## src/rtl/ucie_sb_pkg.sv

```systemverilog
// Shared types and protocol constants for the UCIe sideband TX path.
package ucie_sb_pkg;

  localparam int unsigned SB_PHASE_W    = 64;
  localparam int unsigned SB_MIN_GAP_UI = 32;

  typedef enum logic [2:0] {
    ST_IDLE,
    ST_LOAD,
    ST_HDR,
    ST_GAP_H,
    ST_DATA,
    ST_GAP_D
  } sb_tx_state_e;

endpackage

```

## src/rtl/ucie_sb_rr_arbiter.sv

```systemverilog
// Combinational round-robin pick; the pointer (last winner) is owned by the caller.
module ucie_sb_rr_arbiter #(
  parameter int unsigned NUM_REQ = 4,
  parameter int unsigned IDX_W   = $clog2(NUM_REQ)
) (
  input  logic [NUM_REQ-1:0] i_req_valid,
  input  logic [IDX_W-1:0]   i_ptr,
  output logic [IDX_W-1:0]   o_grant,
  output logic               o_any_req
);

  always_comb begin
    int unsigned w_idx;
    o_grant   = '0;
    o_any_req = 1'b0;
    w_idx     = 0;
    // Scan starts one slot past the last winner, so the last winner has lowest priority.
    for (int unsigned k = 1; k <= NUM_REQ; k++) begin
      w_idx = (32'(i_ptr) + k) % NUM_REQ;
      if (!o_any_req && i_req_valid[w_idx[IDX_W-1:0]]) begin
        o_grant   = w_idx[IDX_W-1:0];
        o_any_req = 1'b1;
      end
    end
  end

endmodule

```

## src/rtl/ucie_sb_tx_scheduler.sv

```systemverilog
// Arbitrates sideband packet sources onto the single serial TX lane:
// header phase, optional data phase, each followed by a mandatory idle gap.
module ucie_sb_tx_scheduler
  import ucie_sb_pkg::*;
#(
  parameter int unsigned NUM_REQ = 4,
  parameter int unsigned PKT_W   = SB_PHASE_W,
  parameter int unsigned GAP_UI  = SB_MIN_GAP_UI
) (
  input  logic                         clk,
  input  logic                         reset,
  input  logic                         tx_enable,
  input  logic [NUM_REQ-1:0]           req_valid,
  input  logic [NUM_REQ-1:0]           req_has_data,
  input  logic [NUM_REQ*PKT_W-1:0]     req_hdr,
  input  logic [NUM_REQ*PKT_W-1:0]     req_data,
  output logic [NUM_REQ-1:0]           req_ready,
  output logic                         SBTX_DATA,
  output logic                         SBTX_CLK_EN,
  output logic                         busy,
  output logic [$clog2(NUM_REQ)-1:0]   grant_id
);

  localparam int unsigned IDX_W = $clog2(NUM_REQ);
  localparam int unsigned GAP_W = $clog2(GAP_UI + 1);

  sb_tx_state_e       r_state;
  sb_tx_state_e       w_next_state;
  logic [IDX_W-1:0]   r_ptr;
  logic [IDX_W-1:0]   r_grant;
  logic [PKT_W-1:0]   r_shift;
  logic [PKT_W-1:0]   r_data;
  logic               r_has_data;
  logic [5:0]         r_bit_cnt;
  logic [GAP_W-1:0]   r_gap_cnt;
  logic               r_sbtx_data;
  logic               r_clk_en;

  logic [IDX_W-1:0]   w_arb_grant;
  logic               w_arb_any;
  logic [PKT_W-1:0]   w_sel_hdr;
  logic [PKT_W-1:0]   w_sel_data;
  logic               w_phase_last;
  logic               w_gap_done;

  ucie_sb_rr_arbiter #(
    .NUM_REQ (NUM_REQ),
    .IDX_W   (IDX_W)
  ) u_arb (
    .i_req_valid (req_valid),
    .i_ptr       (r_ptr),
    .o_grant     (w_arb_grant),
    .o_any_req   (w_arb_any)
  );

  assign w_sel_hdr    = req_hdr[32'(r_grant)*PKT_W +: PKT_W];
  assign w_sel_data   = req_data[32'(r_grant)*PKT_W +: PKT_W];
  assign w_phase_last = (r_bit_cnt == 6'(PKT_W - 1));
  assign w_gap_done   = (r_gap_cnt == '0);

  always_ff @(posedge clk) begin
    if (reset) r_state <= ST_IDLE;
    else       r_state <= w_next_state;
  end

  always_comb begin
    w_next_state = r_state;
    req_ready    = '0;
    busy         = (r_state != ST_IDLE);
    unique case (r_state)
      ST_IDLE:  if (tx_enable && w_arb_any) w_next_state = ST_LOAD;
      ST_LOAD: begin
        req_ready[r_grant] = 1'b1;
        w_next_state       = ST_HDR;
      end
      ST_HDR:   if (w_phase_last) w_next_state = ST_GAP_H;
      ST_GAP_H: if (w_gap_done) w_next_state = r_has_data ? ST_DATA : ST_IDLE;
      ST_DATA:  if (w_phase_last) w_next_state = ST_GAP_D;
      ST_GAP_D: if (w_gap_done) w_next_state = ST_IDLE;
      default:  w_next_state = ST_IDLE;
    endcase
  end

  // Lane registers are loaded with the bit for the state being entered, so
  // SBTX_CLK_EN is high exactly while the state register holds HDR or DATA.
  always_ff @(posedge clk) begin
    if (reset) begin
      r_ptr       <= IDX_W'(NUM_REQ - 1);
      r_grant     <= '0;
      r_shift     <= '0;
      r_data      <= '0;
      r_has_data  <= 1'b0;
      r_bit_cnt   <= '0;
      r_gap_cnt   <= '0;
      r_sbtx_data <= 1'b0;
      r_clk_en    <= 1'b0;
    end else begin
      r_clk_en <= (w_next_state == ST_HDR) || (w_next_state == ST_DATA);
      unique case (r_state)
        ST_IDLE: begin
          if (w_next_state == ST_LOAD) begin
            r_grant <= w_arb_grant;
            r_ptr   <= w_arb_grant;
          end
        end
        ST_LOAD: begin
          r_shift     <= w_sel_hdr >> 1;
          r_sbtx_data <= w_sel_hdr[0];
          r_data      <= w_sel_data;
          r_has_data  <= req_has_data[r_grant];
          r_bit_cnt   <= '0;
        end
        ST_HDR, ST_DATA: begin
          r_bit_cnt <= r_bit_cnt + 1'b1;
          if (w_phase_last) begin
            r_sbtx_data <= 1'b0;
            r_gap_cnt   <= GAP_W'(GAP_UI - 1);
          end else begin
            r_sbtx_data <= r_shift[0];
            r_shift     <= r_shift >> 1;
          end
        end
        ST_GAP_H, ST_GAP_D: begin
          if (!w_gap_done) r_gap_cnt <= r_gap_cnt - 1'b1;
          if (w_next_state == ST_DATA) begin
            r_shift     <= r_data >> 1;
            r_sbtx_data <= r_data[0];
            r_bit_cnt   <= '0;
          end
        end
        default: ;
      endcase
    end
  end

  assign SBTX_DATA   = r_sbtx_data;
  assign SBTX_CLK_EN = r_clk_en;
  assign grant_id    = r_grant;

  a_ready_onehot: assert property (@(posedge clk) $onehot0(req_ready));
  a_clk_en_phase: assert property (@(posedge clk)
    SBTX_CLK_EN |-> (r_state == ST_HDR || r_state == ST_DATA));

endmodule

```

## config.mk

```make
export PLATFORM = sky130hd
export DESIGN_NAME = ucie_sb_tx_scheduler
export DESIGN_NICKNAME = d
export VERILOG_FILES = /design/src/rtl/ucie_sb_pkg.sv /design/src/rtl/ucie_sb_rr_arbiter.sv /design/src/rtl/ucie_sb_tx_scheduler.sv
export SDC_FILE = /design/constraint.sdc
export NUM_CORES = 1
export LEC_CHECK = 0
export BUFFER_PORTS_ARGS = -buffer_cell sky130_fd_sc_hd__buf_2
export CAP_MARGIN = 20
export CORE_AREA = 2 2 208 210
export CTS_CLUSTER_DIAMETER = 50
export DETAILED_ROUTE_END_ITERATION = 12
export DIE_AREA = 0 0 210 212
export GPL_TIMING_DRIVEN = 0
export SLEW_MARGIN = 40
export SYNTH_ARGS = -nofsm -noshare
export SYNTH_HDL_FRONTEND = slang
export SYNTH_SLANG_ARGS = --single-unit
```

## constraint.sdc

```tcl
create_clock -name clk -period 2.4 [get_ports clk]
set_input_delay 0.48 -clock clk [delete_from_list [all_inputs] [get_ports clk]]
set_output_delay 0.48 -clock clk [all_outputs]
set_load 0.1 [all_outputs]
```

==> flow_metrics.env <==
export IMPL_run_status="complete, no violations"
export IMPL_synth_xor_area_share_pct=0.171
export IMPL_rsz0062_at_grt="no"
export IMPL_worst_pin_slew_ps=759
export IMPL_grt_remaining_overflow=0
export IMPL_synth_area_leaders="dfxtp_1, mux4_2, mux2i_1, nand2_1, a21oi_1"
export IMPL_clock_sinks=149
export IMPL_syn_avg_cell_area_sq_um=9.99
export IMPL_crit_path_end_kind="primary output"
export IMPL_hold_buffers=0
export IMPL_clock_skew_ps=5.90
export IMPL_cp_arrival_ps=1810
export IMPL_fin_tns_setup_ps=0
export IMPL_antenna_found_initial=16
export IMPL_synth_ff_type="dfxtp_1"
export IMPL_seq_area_sq_um=2990
export IMPL_finalCritPeriodShare_pct=95.5
export IMPL_switchingPower_uw=2520
export IMPL_synth_compound_area_share_pct=12.9
export IMPL_cts_max_path_buffers=2
export IMPL_yosysWarnings=0
export IMPL_die_w_um=210
export IMPL_syn_area_sq_um=10200
export IMPL_cts_clk_slew_worst_paths_ps=60
export IMPL_async_flop_share_pct=0
export IMPL_p_clk_share_pct=31.9
export IMPL_placed_area_sq_um=13600
export IMPL_p_seq_share_pct=35.5
export IMPL_cellPowerDensity_nw_per_um2=559
export IMPL_p_leak_uw=0.00598
export IMPL_maxCapViolCount=0
export IMPL_io_pins=532
export IMPL_rows=76
export IMPL_final_cell_area_sq_um=14300
export IMPL_fmax_mhz=436
export IMPL_worstSetupPathType="reg2out"
export IMPL_ant_nets=0
export IMPL_nNetsFinal=2099
export IMPL_crit_path_start_kind="register"
export IMPL_clock_latency_ps=430
export IMPL_relSlewSlack_pct=49.4
export IMPL_drive_gt1_share_pct=48.4
export IMPL_yosysMostFrequentCell="nand2_1"
export IMPL_synth_simple_area_share_pct=11.2
export IMPL_synth_top_family_by_area="multiplexers"
export IMPL_hp_class="in2reg"
export IMPL_synth_edf_count=0
export IMPL_synth_seq_cells=149
export IMPL_synth_top_cell_by_area="dfxtp_1"
export IMPL_dp_final_hpwl_mm=35.5
export IMPL_synth_cells=1024
export IMPL_grt_pass1_wl_mm=63.9
export IMPL_swShare_pct=31.4
export IMPL_synth_distinct_cells=58
export IMPL_start_util_pct=24.1
export IMPL_place_inst=2100
export IMPL_grt_max_degree=17
export IMPL_hold_viol=0
export IMPL_vdd_ir_drop_max_uv=325
export IMPL_intPower_uw=5490
export IMPL_synth_top_area_share_pct=29.2
export IMPL_die_y_um=212
export IMPL_routed_via_density=4.99
export IMPL_root_buffer="clkbuf_16"
export IMPL_port_buffers=530
export IMPL_finalSetupViolCount=0
export IMPL_dp_worst_setup_slack_ps=-644
export IMPL_fillers=4424
export IMPL_syn_nets=1549
export IMPL_grt_use_total_pct=19.4
export IMPL_seq_area_frac_synth_pct=29.2
export IMPL_synth_fa_ha_area_share_pct=0.245
export IMPL_synth_commonest_cells="nand2_1, dfxtp_1, a21oi_1"
export IMPL_crit_fanout=10
export IMPL_cts_buffers=17
export IMPL_drtPass1Iterations=5
export IMPL_yosys_mux_area_fraction_pct=40.7
export IMPL_whs_ps=435
export IMPL_drc=0
export IMPL_areaGrowthSynthToFinish_pct=40.1
export IMPL_routedWlPerCell_um=20.6
export IMPL_min_period_ps=2290
export IMPL_cts_tree="done"
export IMPL_worst_ep_required_time_ps=1920
export IMPL_gp_congestion=0.865
export IMPL_core_sq_um=42500
export IMPL_first_iter_violations=488
export IMPL_pwr_share_comb_pct=32.6
export IMPL_final_cells=2140
export IMPL_finalMaxSlewViolations=0
export IMPL_multiInputGateArea_sq_um=6760
export IMPL_vias=10685
export IMPL_first_global_vias=10879
export IMPL_drt_total_wl_mm=44.1
export IMPL_htree_levels=4
export IMPL_die_area_sq_um=44500
export IMPL_finalWorstSetupSlack_ps=107
-- critical path: stages, from the launching register on --
cell and delay, ps:
dfxtp_2 350, buf_6 150, nand2b_4 150, nor2_4 190, buf_6 140, nand2_1 80
nor2_4 140, buf_12 180
-- routing by layer --
metal	vias to the layer above	part of all wire [%]	track usage, %
li1	4971	-	-
met3	70	5.6	4.03
met1	5163	39	22.2
met2	473	52	35.8
met4	8	3.2	6.73
met5	-	0.12	0
-- cells in the final DEF (no fill, tap or decap), drive strengths merged, types with 2 or more instances in the layout --
cell type    n
nor3b        6
clkinv       3
or3          2
nor3         6
clkbuf      62
nor2        10
mux2i      125
mux4       129
a311oi       3
nand3        6
o21ai       70
nor4         2
and3         6
a211oi       4
ha           2
o31ai        2
a21oi      146
nor2b        3
or3b         2
clkinvlp     4
nand2b       4
o211ai       2
nand4        3
buf        593
a31oi        5
o22a         2
nand2      204
diode        9
dfxtp      149
or4          2
inv          6
-- power groups by stage --
stage               Combinational [uW]  Clock (uW)  Sequential (uW)
floorplan                         1630           0             2890
global placement                  2590           0             2870
detailed placement                2630           0             2880
CTS                               2660        2650             2850
global route                      2850        2760             2870
finish                            2610        2560             2850
-- layout make-up --
cell class                 count  share of cell area [%]
clock inverter                 8                   0.550
buffer                        99                    4.06
inverter                       6                   0.157
antenna                        9                   0.157
timing repair buffer         534                    19.0
multi-input combinational    767                    47.1
clock buffer                  22                    3.31
tap                          546                    4.77
sequential                   149                    20.9
-- registers in the layout, indices dropped and copies added (netlist names) --
signal,cells
r_data,64
r_shift,63
r_bit_cnt,6
r_gap_cnt,6
r_state,3
grant_id,2
r_ptr,2
SBTX_CLK_EN,1
SBTX_DATA,1
r_has_data,1
-- path summary, 6_finish.rpt --
path | from | depth (start not counted) | slack [ps] | to
min reg2reg | r_data[33]$_SDFFE_PP0P_ | 2 | 450 | r_data[33]$_SDFFE_PP0P_
min | tx_enable | 3 | 430 | r_state[0]$_SDFF_PP0_
max reg2reg | r_state[1]$_SDFF_PP0_ | 7 | 210 | r_data[21]$_SDFFE_PP0P_
max | r_state[2]$_SDFF_PP0_ | 7 | 110 | req_ready[2]
-- kinds of logic (layout without fill, tap and decap cells) --
family          Yosys count  count (layout)
compound gates          246             246
mux                     255             255
fa+ha+maj                 2               2
other cells               0               9
simple gates            262             262
buf+inv                 108             669
xor+xnor                  2               2
flops                   149             149
-- metrics by stage --
step | total power [uW] | util [%]
CTS | 8150 | 33.7
finish | 8010 | 33.7
floorplan | 4520 | -
global placement | 5460 | 32.0
global route | 8470 | 33.7
detailed placement | 5510 | 32.0
-- what timing repair did --
item,CTS,global route
buffers inserted,4,0
setup endpoints to repair,86,9
resized for setup,37,3
pin swaps,2,1
Power figures use the tool's default switching activity.
